**config.mk**
```make
export PLATFORM = sky130hd
export DESIGN_NAME = apb_master_n
export DESIGN_NICKNAME = d
export VERILOG_FILES = /design/src/rtl/apb_pkg.sv /design/src/rtl/apb_decoder.sv /design/src/rtl/apb_master_n.sv
export SDC_FILE = /design/constraint.sdc
export NUM_CORES = 1
export LEC_CHECK = 0
export ABC_AREA = 1
export BUFFER_PORTS_ARGS = -buffer_cell sky130_fd_sc_hd__buf_4
export CORE_ASPECT_RATIO = 0.7
export CORE_MARGIN = 5
export CORE_UTILIZATION = 40
export CTS_BUF_LIST = sky130_fd_sc_hd__clkbuf_8
export CTS_CLUSTER_DIAMETER = 120
export DETAILED_ROUTE_END_ITERATION = 10
export GPL_TIMING_DRIVEN = 0
export HOLD_SLACK_MARGIN = 0.05
export PLACE_DENSITY_LB_ADDON = 0.15
export REMOVE_ABC_BUFFERS = 1
export SYNTH_ARGS = -nofsm -noshare
export SYNTH_HDL_FRONTEND = slang
export SYNTH_SLANG_ARGS = --single-unit
```
**constraint.sdc**
```tcl
create_clock -name PCLK -period 1.6 [get_ports PCLK]
set_clock_uncertainty 0.05 [all_clocks]
set_input_delay 0.08 -clock PCLK [delete_from_list [all_inputs] [get_ports PCLK]]
set_output_delay 0.08 -clock PCLK [all_outputs]
set_load 0.005 [all_outputs]
```
**src/rtl/apb_pkg.sv**
```systemverilog
// apb_pkg: shared types and limits for the parametrised APB master bridge.
//   apb_state_t  - bridge FSM states (IDLE, SETUP, ACCESS)
//   APB_MAX_SLV  - largest supported slave count
package apb_pkg;

   typedef enum logic [1:0] {
      IDLE   = 2'd0,
      SETUP  = 2'd1,
      ACCESS = 2'd2
   } apb_state_t;

   localparam int APB_MAX_SLV = 16;

endpackage

```
**src/rtl/apb_decoder.sv**
```systemverilog
// apb_decoder: combinational slave decode from the upper address bits.
//   addr    in   ADDR_W   command address
//   sel     out  NUM_SLV  one-hot slave select (all zero on decode error)
//   dec_err out  1        select field addresses a slave that does not exist
module apb_decoder #(
   parameter int ADDR_W  = 8,
   parameter int NUM_SLV = 4
) (
   input  logic [ADDR_W-1:0]  addr,
   output logic [NUM_SLV-1:0] sel,
   output logic               dec_err
);

   localparam int SEL_W = $clog2(NUM_SLV);

   logic [SEL_W-1:0] idx;

   assign idx = addr[ADDR_W-1 -: SEL_W];

   always_comb begin
      sel = '0;
      for (int k = 0; k < NUM_SLV; k++) begin
         if (idx == SEL_W'(k)) sel[k] = 1'b1;
      end
      // Only reachable when NUM_SLV is not a power of two.
      dec_err = (int'(idx) >= NUM_SLV);
   end

endmodule

```
**src/rtl/apb_master_n.sv**
```systemverilog
// apb_master_n: valid/ready command to APB bridge for NUM_SLV slaves.
//   PCLK, PRESET                 clock, synchronous active-low reset
//   cmd_valid/ready/write/addr/wdata   command in (accepted in IDLE)
//   rsp_valid/rdata/err          registered one-cycle completion
//   PSEL/PENABLE/PWRITE/PADDR/PWDATA   APB requester outputs
//   PRDATA/PREADY/PSLVERR        per-slave APB returns (PRDATA flattened)
module apb_master_n
   import apb_pkg::*;
#(
   parameter int ADDR_W  = 8,
   parameter int DATA_W  = 8,
   parameter int NUM_SLV = 4,
   parameter int TIMEOUT = 15
) (
   input  logic                        PCLK,
   input  logic                        PRESET,
   input  logic                        cmd_valid,
   output logic                        cmd_ready,
   input  logic                        cmd_write,
   input  logic [ADDR_W-1:0]           cmd_addr,
   input  logic [DATA_W-1:0]           cmd_wdata,
   output logic                        rsp_valid,
   output logic [DATA_W-1:0]           rsp_rdata,
   output logic                        rsp_err,
   output logic [NUM_SLV-1:0]          PSEL,
   output logic                        PENABLE,
   output logic                        PWRITE,
   output logic [ADDR_W-1:0]           PADDR,
   output logic [DATA_W-1:0]           PWDATA,
   input  logic [NUM_SLV*DATA_W-1:0]   PRDATA,
   input  logic [NUM_SLV-1:0]          PREADY,
   input  logic [NUM_SLV-1:0]          PSLVERR
);

   localparam int CNT_W = (TIMEOUT > 0) ? $clog2(TIMEOUT + 1) : 1;
   localparam logic [CNT_W-1:0] CNT_MAX = CNT_W'(TIMEOUT);

   if (NUM_SLV < 2 || NUM_SLV > APB_MAX_SLV) begin : g_bad_num_slv
      $error("apb_master_n: NUM_SLV out of range");
   end

   apb_state_t         state;
   logic [CNT_W-1:0]   wcnt;
   logic [NUM_SLV-1:0] dec_sel;
   logic               dec_err;
   logic               accept;
   logic               sel_rdy;
   logic               sel_err;
   logic [DATA_W-1:0]  sel_rdata;

   apb_decoder #(.ADDR_W(ADDR_W), .NUM_SLV(NUM_SLV)) u_dec (
      .addr    (cmd_addr),
      .sel     (dec_sel),
      .dec_err (dec_err)
   );

   assign cmd_ready = (state == IDLE) && PRESET;
   assign accept    = cmd_valid && cmd_ready;

   // PSEL is one-hot during a transfer, so gating each slave by its own
   // select bit both muxes and ignores everything from unselected slaves.
   always_comb begin
      sel_rdy   = 1'b0;
      sel_err   = 1'b0;
      sel_rdata = '0;
      for (int k = 0; k < NUM_SLV; k++) begin
         if (PSEL[k]) begin
            sel_rdy   = sel_rdy | PREADY[k];
            sel_err   = sel_err | PSLVERR[k];
            sel_rdata = sel_rdata | PRDATA[k*DATA_W +: DATA_W];
         end
      end
   end

   always_ff @(posedge PCLK) begin
      if (!PRESET) begin
         state     <= IDLE;
         wcnt      <= '0;
         PSEL      <= '0;
         PENABLE   <= 1'b0;
         PWRITE    <= 1'b0;
         PADDR     <= '0;
         PWDATA    <= '0;
         rsp_valid <= 1'b0;
         rsp_rdata <= '0;
         rsp_err   <= 1'b0;
      end else begin
         rsp_valid <= 1'b0;
         case (state)
            IDLE: begin
               if (accept) begin
                  if (dec_err) begin
                     // Answered locally; the APB bus never sees it.
                     rsp_valid <= 1'b1;
                     rsp_err   <= 1'b1;
                     rsp_rdata <= '0;
                  end else begin
                     PSEL   <= dec_sel;
                     PADDR  <= cmd_addr;
                     PWRITE <= cmd_write;
                     PWDATA <= cmd_wdata;
                     state  <= SETUP;
                  end
               end
            end
            SETUP: begin
               PENABLE <= 1'b1;
               wcnt    <= '0;
               state   <= ACCESS;
            end
            ACCESS: begin
               // Ready wins over timeout on the last allowed cycle.
               if (sel_rdy) begin
                  PSEL      <= '0;
                  PENABLE   <= 1'b0;
                  state     <= IDLE;
                  rsp_valid <= 1'b1;
                  rsp_err   <= sel_err;
                  rsp_rdata <= (PWRITE || sel_err) ? '0 : sel_rdata;
               end else if (TIMEOUT != 0 && wcnt == CNT_MAX) begin
                  PSEL      <= '0;
                  PENABLE   <= 1'b0;
                  state     <= IDLE;
                  rsp_valid <= 1'b1;
                  rsp_err   <= 1'b1;
                  rsp_rdata <= '0;
               end else if (TIMEOUT != 0) begin
                  wcnt <= wcnt + 1'b1;
               end
            end
            default: state <= IDLE;
         endcase
      end
   end

endmodule

```
# Word level (Yosys, flattened, before mapping)
# Cells that the tools add are included.
[totals]
register_bits = 38
input_bits = 60
[op_classes]
mux = 37
n_reduce_logical = 15
add_sub_neg = 1
n_bitwise = 9
n_eq_ne = 10
[ops]
columns = ["cell", "n"]
rows = [
  ["$mux W8", 7],
  ["$or A8 B8 Y8", 3],
  ["$mux W4", 5],
  ["$mux W1", 18],
  ["$pmux W4 S2", 2],
  ["$reduce_and A2 Y1", 5],
  ["$eq A2 B2 Y1 const B", 3],
  ["$mux W2", 3],
  ["$ne A2 B2 Y1 const B", 3],
  ["$or A1 B1 Y1", 6],
  ["$pmux W2 S3", 1],
  ["$reduce_and A3 Y1", 2],
  ["$reduce_bool A2 Y1", 3],
  ["$add A4 B1 Y4 const B", 1],
  ["$eq A2 B1 Y1 const B", 2],
  ["$eq A4 B4 Y1 const B", 1],
  ["$logic_not A2 Y1", 2],
  ["$ne A3 B3 Y1 const B", 1],
  ["$logic_and A1 B1 Y1", 2],
  ["$pmux W1 S2", 1],
  ["$logic_or A1 B1 Y1", 1],
]

# Logic depth before layout (Yosys ltp)
# Gate-level depths: netlist (run 1).
[depth]
depth_word = 10
depth_mapped = 10
depth_no_buf = 10

# Cells and area by module
# From an unflattened synthesis (run 1), not the netlist that was laid out.
[unflattened]
cells_unflattened = 294
hier_area_um2 = 1970.6
[by_module_without_submodules]
columns = ["module", "cells_each", "instances", "area_per_inst_um2", "seq_area_each_um2"]
rows = [
  ["apb_master_n", 285, 1, 1933.1, 760.7],
  ["apb_decoder", 9, 1, 37.5, 0.0],
]

# Worst setup path before layout (run 1)
# No wires, ideal clock.
[synth_timing]
path_type = "register -> register"
from = "register state[0]"
to = "register rsp_err"
arrival_time_ns = 1.220
setup_ns = 0.115
path_buffers = 0
path_slack_ns = 0.215
t_required_ns = 1.435
stages_incl_launch_ff = 8
cell_sequence = "dfxtp_1 > inv_1 > ha_1 > nand2_2 > a211oi_4 > nand2_1 > nand2_1 > nor2_1"
[synth_between]
elab_chain_len = 2
[synth_rtl]
columns = ["item", "line_no", "source"]
rows = [
  ["start: declaration", "apb_master_n.sv:42", "apb_state_t state;"],
  ["start signal: assignment", "apb_master_n.sv:77", "state <= IDLE;"],
  ["start signal: assignment", "apb_master_n.sv:102", "state <= SETUP;"],
  ["start signal: assignment", "apb_master_n.sv:109", "state <= ACCESS;"],
  ["$eq A2 B2 Y1", "apb_master_n.sv:89", "case (state)"],
  ["$reduce_and A2 Y1 (no line)", "-", ""],
  ["end signal: assignment", "apb_master_n.sv:118", "rsp_err <= sel_err;"],
  ["end: declaration", "apb_master_n.sv:24", "output logic rsp_err,"],
]
# No other way between the ends.
# A chain may end at the register's enable or synchronous reset.

# Worst setup path after layout (run 1)
[layout_timing]
from = "register state[0]"
to = "register rsp_rdata[5]"
[layout_between]
elab_chain_len = 2
[layout_rtl]
columns = ["item", "line_no", "source"]
rows = [
  ["$eq A2 B2 Y1", "apb_master_n.sv:89", ""],
  ["$reduce_and A2 Y1 (no line)", "-", ""],
  ["end signal: assignment", "apb_master_n.sv:119", "rsp_rdata <= (PWRITE || sel_err) ? '0 : sel_rdata;"],
  ["end: declaration", "apb_master_n.sv:23", "output logic [DATA_W-1:0] rsp_rdata,"],
]
# No other way between the ends.

==> out/metrics.cfg, run 1 <==
[synthesis]
muxShareOfSynthArea=0
synth_adder_area_share=0.0273
synth_most_common_cell=nand2_1
synth_top_family_by_area=simple AND/OR/NAND/NOR gates
synth.area.top_cells=dfxtp_1 41%, nand2_1 22%, nand3_1 9.5%
yosysUniqueCellTypes=22
avgSynthCellArea_sq_um=6.85
synth-simple-area-share=0.435
synth-edff-count=0
post-synth-top-area-cell=dfxtp_1
yosysSeqAreaShare=0.414
synth_xor_area_frac=0.00477
synthTopCellsByCount=107 x nand2_1, 38 x dfxtp_1, 35 x nand3_1
synthCells=268
synth_top_area_share=0.414
yosys_most_used_dff=dfxtp_1
synth-seq-cells=38
netlist_area_sq_um=1840
yosysWarnings=0
async_reset_ff_frac=0
synth_compound_area_frac=0.0382

[outcome]
status=completed

[cells_and_area]
nets=439
design_area_sq_um=2880
num_antenna_cells=0
finalCoreUtilization=0.657
drive_above_1_share=0.332
multiInputGateArea_sq_um=993
register_area_sq_um=766
fill_cells=383
synthToLayoutAreaGrowth_pct=56.8

[route]
wl_per_cell_um=13.0
vias=2117
drt_iter0_markers=135
routed_via_density=4.91
ant_nets=0
firstDrtPassIters=4
wirelength_um=5610
drc=0

[worst_setup_path]
setup.worst_path.class=flop to flop
r2r_end=rsp_rdata[5]$_SDFFE_PN0P_
critPathRequiredTime_ps=1780
endpoint_kind=flop
r2r_slack_ps=110
start_kind=flop
timing.rr.start=state[0]$_SDFFE_PN0P_
reg2reg_depth=7
critical_path_arrival_ps=1670
cp_max_fo=8

[grt]
grt_pass1_wl_um=9140
grt_antenna_before_repair=0
grt-ovfl-total=0
grt_pass1_vias=1939
grtUsageTotal=0.185
grt_max_degree=35

[floorplan]
rows=20
start_util=0.419
dieHeight_um=66.7
fp.coreArea_sq_um=4380
dieArea_sq_um=6070
num_io_pins=93
fp.dieW_um=91.0

[timing]
hold_viol=0
finalCritPeriodShare=0.933
worst_slew_pin_slew_ps=502
max_freq_ghz=0.670
slew_viol_final=0
fin_crit_ps=1490
finalSetupTns_ps=0
worst_slack_ps=108
setup_viol=0
relSlewSlack=0.664
rsz0062_at_grt=no

[clock_network]
cts_tree=yes
clkSinkCount=38
clkTransAtPathRegs_ps=80
cts_max_level=2
cts_made_buffers=5
cts_max_path_buffers=2
clk_latency_ps=280
cts_root_buffer=clkbuf_8

[power]
power_mw=2.35
ir_drop_v=0.000517
leakagePower_nw=1.44
power_density_nw_per_um2=815

[flow_run]
drv_cap=0

[placement]
place_congestion=0.749
io_buffers=92
hpwl_um=3950
dpl_cell_area_sq_um=2530
dpl_worst_slack_ps=-372

[min_path]
hold_start=cmd_addr[7]
hold-path-endpoint=PADDR[7]$_SDFFE_PN0P_
hold_path_class=primary input to flop
hold_depth=3

==> stage by stage <==
stage,instances,hold WS (ps)
after global placement,403,225
final,431,89.1
after global routing,431,122
after floorplan,256,140
after CTS,426,77.2
after detailed placement,403,227
==> kinds of logic (layout without fill, tap and decap cells) <==
kind of cell             count (synthesis)  count (layout)
flip-flops                              38              38
XOR/XNOR                                 1               1
AO/OA/AOI/OAI                           11              11
adder cells (fa/ha/maj)                  4               4
AND/OR/NAND/NOR                        181             182
buffers and inverters                   33             140
==> per-layer routing <==
layer,share of wire,wire length [um],GRT usage
met2,0.46,2580,0.300
met5,0,0,0
met3,0.058,324,0.0553
met4,0.0037,21,0.0440
met1,0.48,2680,0.241
==> power breakdown <==
group          switching, mW  internal [mW]
clock                  0.331          0.346
combinational          0.277          0.304
sequential            0.0800           1.01
total                  0.688           1.66
==> flip-flops by register name, indices dropped and copies added (netlist names) <==
signal and cells:
PADDR 8, PWDATA 8, rsp_rdata 8, PSEL 4, wcnt 4, state 2, PENABLE 1, PWRITE 1
rsp_err 1, rsp_valid 1
==> cells in the final DEF, fill, tap and decap left out, types with 3 or more instances in the layout <==
cell,count
nand2_1,104
buf_4,96
nand3_1,35
dfxtp_1,34
nand4_1,21
inv_1,16
dlygate4sd3_1,15
nor2_1,12
a21oi_1,7
clkbuf_8,6
dfxtp_2,4
o21ai_0,3
==> layout make-up <==
cell class | instances | area share
clock inverters | 2 | 0.00435
inverters | 21 | 0.0291
clock buffers | 6 | 0.0287
multi-input cells | 198 | 0.345
well taps | 55 | 0.0239
repair buffers | 111 | 0.303
flip-flops and latches | 38 | 0.266
==> what timing repair did <==
action | 4_1_cts | 5_1_grt
gates cloned | 0 | 1
endpoints found under the setup margin | 37 | 34
buffers inserted | 0 | 4
pin swaps | 1 | 2
hold endpoints to repair | 15 | 0
resized for setup | 7 | 13
hold buffers | 15 | 0
==> worst max path at each step <==
| stage | slack (ps) | from | cells past startpoint | to |
|---|---|---|---|---|
| after floorplan | -50 | state[0]$_SDFFE_PN0P_ | 10 | PSEL[0]$_SDFFE_PN0P_ |
| after global placement | -360 | state[0]$_SDFFE_PN0P_ | 10 | PSEL[2]$_SDFFE_PN0P_ |
| after detailed placement | -370 | state[0]$_SDFFE_PN0P_ | 10 | PSEL[1]$_SDFFE_PN0P_ |
| after CTS | 20 | state[0]$_SDFFE_PN0P_ | 10 | PSEL[1]$_SDFFE_PN0P_ |
| after global routing | 30 | state[0]$_SDFFE_PN0P_ | 7 | rsp_rdata[0]$_SDFFE_PN0P_ |
| final | 110 | state[0]$_SDFFE_PN0P_ | 7 | rsp_rdata[5]$_SDFFE_PN0P_ |
==> worst max-delay path, stage by stage, from the launching register on <==
cell and delay (ps):
dfxtp_1 340, inv_2 90, ha_2 290, nand2_2 90, a211oi_4 220, buf_4 190
nand4_1 90, nand2_1 80
Note: power is estimated with default switching activity, not from simulation.
==> run 2, diff against run 1 <==
- CORE_ASPECT_RATIO: 0.7 -> default
==> run 2 against run 1 <==
Global-route usage down 0.98 points. Sequential cell count did not move. Power increased by 4.5%. Critical path depth grew 1. Core utilization decreased by 0.61 points. Cell count fell by 0.93%. Clock power increased by 17%. Maximum frequency down 1.2%. Worst hold slack got worse by 21 ps. Via count decreased by 2.8%. Sequential power about the same. First-iteration DRC count fell by 21%. Critical path type unchanged.
==> out/metrics.cfg, run 2 (same netlist as run 1, synthesis figures left out) <==
[cells_and_area]
finalNonFillerCells=427  ; was 431
multiInputGateArea_sq_um=982  ; was 993 sq um
reg_top3=PADDR x8, PWDATA x8, rsp_rdata x8  ; unchanged
drive_above_1_share=0.328  ; was 0.332
fill_cells=398  ; was 383
num_antenna_cells=0  ; unchanged
final_cell_mix=104 x nand2_1, 96 x buf_4, 35 x nand3_1  ; unchanged
synthToLayoutAreaGrowth_pct=56.6  ; was 56.8%
nets=438  ; was 439
register_area_sq_um=766  ; unchanged
final_common_cell=nand2_1  ; unchanged

[route]
routed_via_density=4.82  ; was 4.91
wl_per_cell_um=12.4  ; was 13.0 um
ant_nets=0  ; unchanged
wirelength_um=5310  ; was 5610 um
drt_iter0_markers=106  ; was 135
vias=2057  ; was 2117
firstDrtPassIters=4  ; unchanged
drc=0  ; unchanged

[power]
power_frac_clock=0.323  ; was 0.289
p_sw_mw=0.683  ; was 0.688 mW
power_mw=2.45  ; was 2.35 mW
ir_drop_v=0.000715  ; was 0.000517 V
p_comb_frac=0.233  ; was 0.247
seqPwrFrac=0.443  ; was 0.464
power_density_nw_per_um2=853  ; was 815 nW/um^2
leakagePower_nw=1.44  ; about the same
p_int_mw=1.77  ; was 1.66 mW
sw_frac_of_total=0.279  ; was 0.293

[grt]
grt_pass1_wl_um=8760  ; was 9140 um
grt-ovfl-total=0  ; unchanged
grt_max_degree=35  ; unchanged
grtUsageTotal=0.175  ; was 0.185
grt_pass1_vias=1913  ; was 1939
grt_antenna_before_repair=0  ; unchanged

[clock_network]
clkSinkCount=38  ; unchanged
cts_max_path_buffers=2  ; unchanged
cts_made_buffers=5  ; unchanged
cts_tree=yes  ; unchanged
clk_latency_ps=290  ; was 280 ps
cts_root_buffer=clkbuf_8  ; unchanged
clkTransAtPathRegs_ps=70  ; was 80 ps
cts_max_level=2  ; unchanged

[placement]
io_buffers=92  ; unchanged
dp.cells=400  ; was 403
hpwl_um=3750  ; was 3950 um
place_congestion=0.748  ; was 0.749
dpl_worst_slack_ps=-393  ; was -372 ps

[floorplan]
dieArea_sq_um=6040  ; was 6070 sq um
fp.coreArea_sq_um=4410  ; was 4380 sq um
dieHeight_um=77.7  ; was 66.7 um
fp.dieW_um=77.7  ; was 91.0 um
num_io_pins=93  ; unchanged
rows=24  ; was 20
start_util=0.416  ; was 0.419

[worst_setup_path]
critPathRequiredTime_ps=1740  ; was 1780 ps
cp_max_fo=5  ; was 8
endpoint_kind=flop  ; unchanged
setup.worst_path.class=flop to flop  ; unchanged
critical_path_arrival_ps=1650  ; was 1670 ps
start_kind=flop  ; unchanged

[min_path]
hold_path_class=primary input to flop  ; unchanged

[timing]
relSlewSlack=0.661  ; was 0.664
hold_viol=0  ; unchanged
hold-worst-slack_ps=67.9  ; was 89.1 ps
slew_viol_final=0  ; unchanged
worst_slew_pin_slew_ps=507  ; was 502 ps
setup_viol=0  ; unchanged
worst_slack_ps=89.7  ; was 108 ps
fin_crit_ps=1510  ; was 1490 ps
max_freq_ghz=0.662  ; was 0.670 GHz
finalCritPeriodShare=0.944  ; was 0.933

[outcome]
status=completed  ; unchanged

[flow_run]
drv_cap=0  ; unchanged

[run 2: cell count changes in the layout (fill, tap and decap cells not counted)]
| cell | before | now |
|---|---|---|
| inv_4 | 2 | 1 |
| nand2_4 | 2 | 1 |
| clkbuf_8 | 6 | 5 |
| clkinvlp_4 | 1 | 0 |
| clkinv_2 | 1 | 2 |
| bufinv_16 | 0 | 1 |
| inv_1 | 16 | 17 |
[run 2: through the flow]
stage	TNS (ps)	util	instance area (sq um)
5_1_grt	-72.2	0.651	2870
4_1_cts	-4.34	0.634	2800
3_5_place_dp	-8980	0.571	2520
2_1_floorplan	-225	-	1770
3_3_place_gp	-8570	0.571	2520
6_report	0	0.651	2870
[run 2: power by group through the flow]
stage                     clock [mW]  combinational, mW  sequential, mW
after global placement             0              0.498            1.10
after CTS                      0.807              0.539            1.09
after detailed placement           0              0.501            1.11
final                          0.793              0.571            1.09
after floorplan                    0              0.233            1.09
after global routing           0.855              0.643            1.10
[run 2: path summary, 6_finish.rpt]
check	cells after the start	endpoint	slack, ps	from
max reg2reg	8	PSEL[2]$_SDFFE_PN0P_	90	state[1]$_SDFFE_PN0P_
min reg2reg	2	PADDR[4]$_SDFFE_PN0P_	420	PADDR[4]$_SDFFE_PN0P_
max	8	PSEL[2]$_SDFFE_PN0P_	90	state[1]$_SDFFE_PN0P_
min	3	PADDR[7]$_SDFFE_PN0P_	70	cmd_addr[7]
[run 2: cell type report]
class,instances,share of cell area
multi-input cells,197,0.342
well taps,52,0.0226
clock buffers,5,0.0239
inverters,21,0.0283
flip-flops and latches,38,0.266
repair buffers,111,0.303
clock inverters,3,0.0139
[run 2: what timing repair did]
item | 4_1_cts | 5_1_grt
resized for setup | 5 | 13
endpoints found under the setup margin | 37 | 34
pin swaps | 1 | 3
hold endpoints to repair | 15 | 0
setup buffers | 0 | 4
gates cloned | 0 | 0
hold buffers | 15 | 0
[run 2: critical path, cell delays in order (launching register included)]
cell and delay, ps:
dfxtp_1 360, inv_1 100, ha_4 170, buf_4 130, or2_2 340, nand3_2 120
nand2_1 60, inv_1 50, nor2_1 30
[run 2: layer usage]
layer / routed length [um] / vias up / global-route usage
met5: 0 / - / 0
met4: 37 / 0 / 0.0430
met3: 655 / 6 / 0.0845
met2: 2410 / 89 / 0.272
met1: 2210 / 883 / 0.217
li1: - / 1079 / -
==> run 3, diff against run 2 <==
- ABC_AREA: 1 -> default
- REMOVE_ABC_BUFFERS: 1 -> default
==> run 3 against run 2 <==
Critical path depth fell by 2. Critical path type unchanged. Highest routed layer unchanged. Sequential share of layout area fell by 0.14 points. Largest power group unchanged. Register-to-register slack got worse by 40 ps. Cell count fell by 13%. Largest cell class is now buffers. Sequential power fell by 4%.
==> out/metrics.cfg, run 3 <==
[synthesis]
synth_adder_area_share=0.0288  ; was 0.0273
post-synth-top-area-cell=dfxtp_1  ; unchanged
synth_top_family_by_area=compound AO/OA/AOI/OAI gates  ; was simple AND/OR/NAND/NOR gates
synth_compound_area_frac=0.290  ; was 0.0382
yosysUniqueCellTypes=37  ; was 22
async_reset_ff_frac=0  ; unchanged
yosys_most_used_dff=dfxtp_1  ; unchanged
synth-simple-area-share=0.185  ; was 0.435
netlist_area_sq_um=1740  ; was 1840 sq um
synthTopCellsByCount=50 x nand2_1, 38 x dfxtp_1, 21 x o21ai_0  ; was 107 x nand2_1, 38 x dfxtp_1, 35 x nand3_1
avgSynthCellArea_sq_um=8.78  ; was 6.85 sq um
synth.area.top_cells=dfxtp_1 44%, nand2_1 11%, a22oi_1 6.9%  ; was dfxtp_1 41%, nand2_1 22%, nand3_1 9.5%
synth_most_common_cell=nand2_1  ; unchanged
muxShareOfSynthArea=0.00576  ; was 0
synth-seq-cells=38  ; unchanged
yosysSeqAreaShare=0.438  ; was 0.414
yosysWarnings=0  ; unchanged
synth_xor_area_frac=0  ; was 0.00477
synthesis.nets=262
synthCells=198  ; was 268
synth_top_area_share=0.438  ; was 0.414
synth-edff-count=0  ; unchanged

[cells_and_area]
fill_cells=362  ; was 398
drive_above_1_share=0.412  ; was 0.328
final_cell_mix=95 x buf_4, 49 x nand2_1, 36 x dfxtp_1  ; was 104 x nand2_1, 96 x buf_4, 35 x nand3_1
num_antenna_cells=0  ; unchanged
synthToLayoutAreaGrowth_pct=65.7  ; was 56.6%
finalCoreUtilization=0.671  ; was 0.651
final_common_cell=buf_4  ; was nand2_1
reg_top3=PADDR x8, PWDATA x8, rsp_rdata x8  ; unchanged
nets=381  ; was 438

[worst_setup_path]
crit_family=compound AO/OA/AOI/OAI gates  ; was simple AND/OR/NAND/NOR gates
crit_chain=ha_2 -> nand3_2 -> a31oi_4 -> buf_4 -> o21ai_0 -> a21oi_1  ; was inv_1 -> ha_4 -> buf_4 -> or2_2 -> nand3_2 -> nand2_1 -> inv_1 -> nor2_1
reg2reg_depth=6  ; was 8
cp_max_fo=4  ; was 5
endpoint_kind=flop  ; unchanged
timing.rr.start=wcnt[1]$_SDFFE_PN0P_  ; was state[1]$_SDFFE_PN0P_
worst-path-buf-inv=1  ; was 3
setup.worst_path.class=flop to flop  ; unchanged
max_stage_delay_ps=360  ; about the same
cp_num_cells=6  ; was 8
critPathRequiredTime_ps=1770  ; was 1740 ps
start_kind=flop  ; unchanged
crit_slowest_cell=dfxtp_1  ; unchanged
critical_path_arrival_ps=1720  ; was 1650 ps
startpoint=wcnt[1]$_SDFFE_PN0P_  ; was state[1]$_SDFFE_PN0P_

[floorplan]
fp.dieW_um=75.9  ; was 77.7 um
rows=24  ; unchanged
num_io_pins=93  ; unchanged
dieHeight_um=75.9  ; was 77.7 um
dieArea_sq_um=5760  ; was 6040 sq um
fp.coreArea_sq_um=4290  ; was 4410 sq um
start_util=0.405  ; was 0.416

[clock_network]
clkSinkCount=38  ; unchanged
cts_max_path_buffers=2  ; unchanged
cts_root_buffer=clkbuf_8  ; unchanged
cts_tree=yes  ; unchanged
clk_latency_ps=290  ; about the same
cts_made_buffers=5  ; unchanged
clkTransAtPathRegs_ps=80  ; was 70 ps
cts_max_level=2  ; unchanged

[power]
power_density_nw_per_um2=889  ; was 853 nW/um^2
leakagePower_nw=1.31  ; was 1.44 nW
ir_drop_v=0.000531  ; was 0.000715 V

[route]
wl_per_cell_um=14.6  ; was 12.4 um
vias=1919  ; was 2057
ant_nets=0  ; unchanged
routed_via_density=5.19  ; was 4.82
wirelength_um=5390  ; was 5310 um
drc=0  ; unchanged
drt_iter0_markers=82  ; was 106
firstDrtPassIters=4  ; unchanged

[grt]
grt-ovfl-total=0  ; unchanged
grt_antenna_before_repair=0  ; unchanged
grtUsageTotal=0.180  ; was 0.175
grt_max_degree=14  ; was 35
grt_pass1_vias=1839  ; was 1913
grt_pass1_wl_um=8740  ; was 8760 um

[placement]
place_congestion=0.790  ; was 0.748
io_buffers=91  ; was 92
hpwl_um=3790  ; was 3750 um

[timing]
hold_viol=0  ; unchanged
worst_slew_pin_slew_ps=434  ; was 507 ps
fin_crit_ps=1550  ; was 1510 ps
finalSetupTns_ps=0  ; unchanged
finalCritPeriodShare=0.967  ; was 0.944
max_freq_ghz=0.647  ; was 0.662 GHz
setup_viol=0  ; unchanged
slew_viol_final=0  ; unchanged
relSlewSlack=0.710  ; was 0.661

[flow_run]
drv_cap=0  ; unchanged

[min_path]
hold_start=PRDATA[15]  ; was cmd_addr[7]
hold_depth=4  ; was 3
hold_path_class=primary input to flop  ; unchanged

[outcome]
status=completed  ; unchanged

-- run 3: cell types whose count changed after synthesis, sizes merged, moves of 9 or more --
cell and delta:
nand2 -59, nand3 -36, nand4 -20, o21ai +20
a22oi +18, inv -14, a22o +10, nor2 -9
-- run 3: area by class of cell --
| cell class | count | area, sq um | area share |
|---|---|---|---|
| Multi-Input combinational cell | 142 | 925 | 0.321 |
| Timing Repair Buffer | 112 | 890 | 0.309 |
| Sequential cell | 38 | 763 | 0.265 |
| Buffer | 12 | 75.1 | 0.0261 |
| Clock buffer | 5 | 68.8 | 0.0239 |
| Clock inverter | 3 | 68.8 | 0.0239 |
| Tap cell | 52 | 65.1 | 0.0226 |
| Inverter | 6 | 25.0 | 0.00869 |
-- run 3: cell families after synthesis --
| logic type | Yosys count |
|---|---|
| adder cells (fa/ha/maj) | 4 |
| AND/OR/NAND/NOR | 68 |
| flip-flops | 38 |
| buffers and inverters | 18 |
| multiplexers | 1 |
| AO/OA/AOI/OAI | 69 |
-- run 3: worst reg2reg max path: stages, from the launching register on --
cell	delay, ps
dfxtp_1	360
ha_2	230
nand3_2	160
a31oi_4	280
buf_4	160
o21ai_0	80
a21oi_1	150
-- run 3: routing by layer --
metal / track usage / share of wire / wire length [um] / vias up
met5: 0 / 0 / 0 / -
met4: 0.0552 / 0.014 / 74 / 0
met3: 0.0746 / 0.10 / 553 / 9
met2: 0.286 / 0.47 / 2530 / 87
met1: 0.219 / 0.41 / 2240 / 863
li1: - / - / - / 960
-- run 3: worst paths after layout --
| path | endpoint | slack, ps |
|---|---|---|
| max | wcnt[0]$_SDFFE_PN0P_ | 50 |
| min | rsp_rdata[7]$_SDFFE_PN0P_ | 50 |
| max reg2reg | wcnt[0]$_SDFFE_PN0P_ | 50 |
| min reg2reg | PWDATA[1]$_SDFFE_PN0P_ | 410 |
-- run 3: timing repair --
item	CTS	global route
hold endpoints to repair	18	0
pin swaps	1	1
gates resized for setup	4	17
hold buffers	18	0
setup buffers	2	1
endpoints found under the setup margin	16	32
-- run 3: power by group --
group	total (mW)	internal, mW	switching (mW)
Combinational	0.532	0.288	0.244
Sequential	1.05	1.01	0.0399
Clock	0.981	0.625	0.357
Total	2.56	1.92	0.640
-- run 3: through the flow --
stage	hold WS, ps	instance area, sq um	worst slack (ps)	std cells	total power, mW
final	54.3	2880	53.4	370	2.56
after global routing	60.5	2880	-59.0	370	2.67
after CTS	52.7	2830	6.57	369	2.56
after detailed placement	230	2490	-152	341	1.54
after global placement	224	2490	-150	341	1.54
after floorplan	139	1740	114	198	1.28
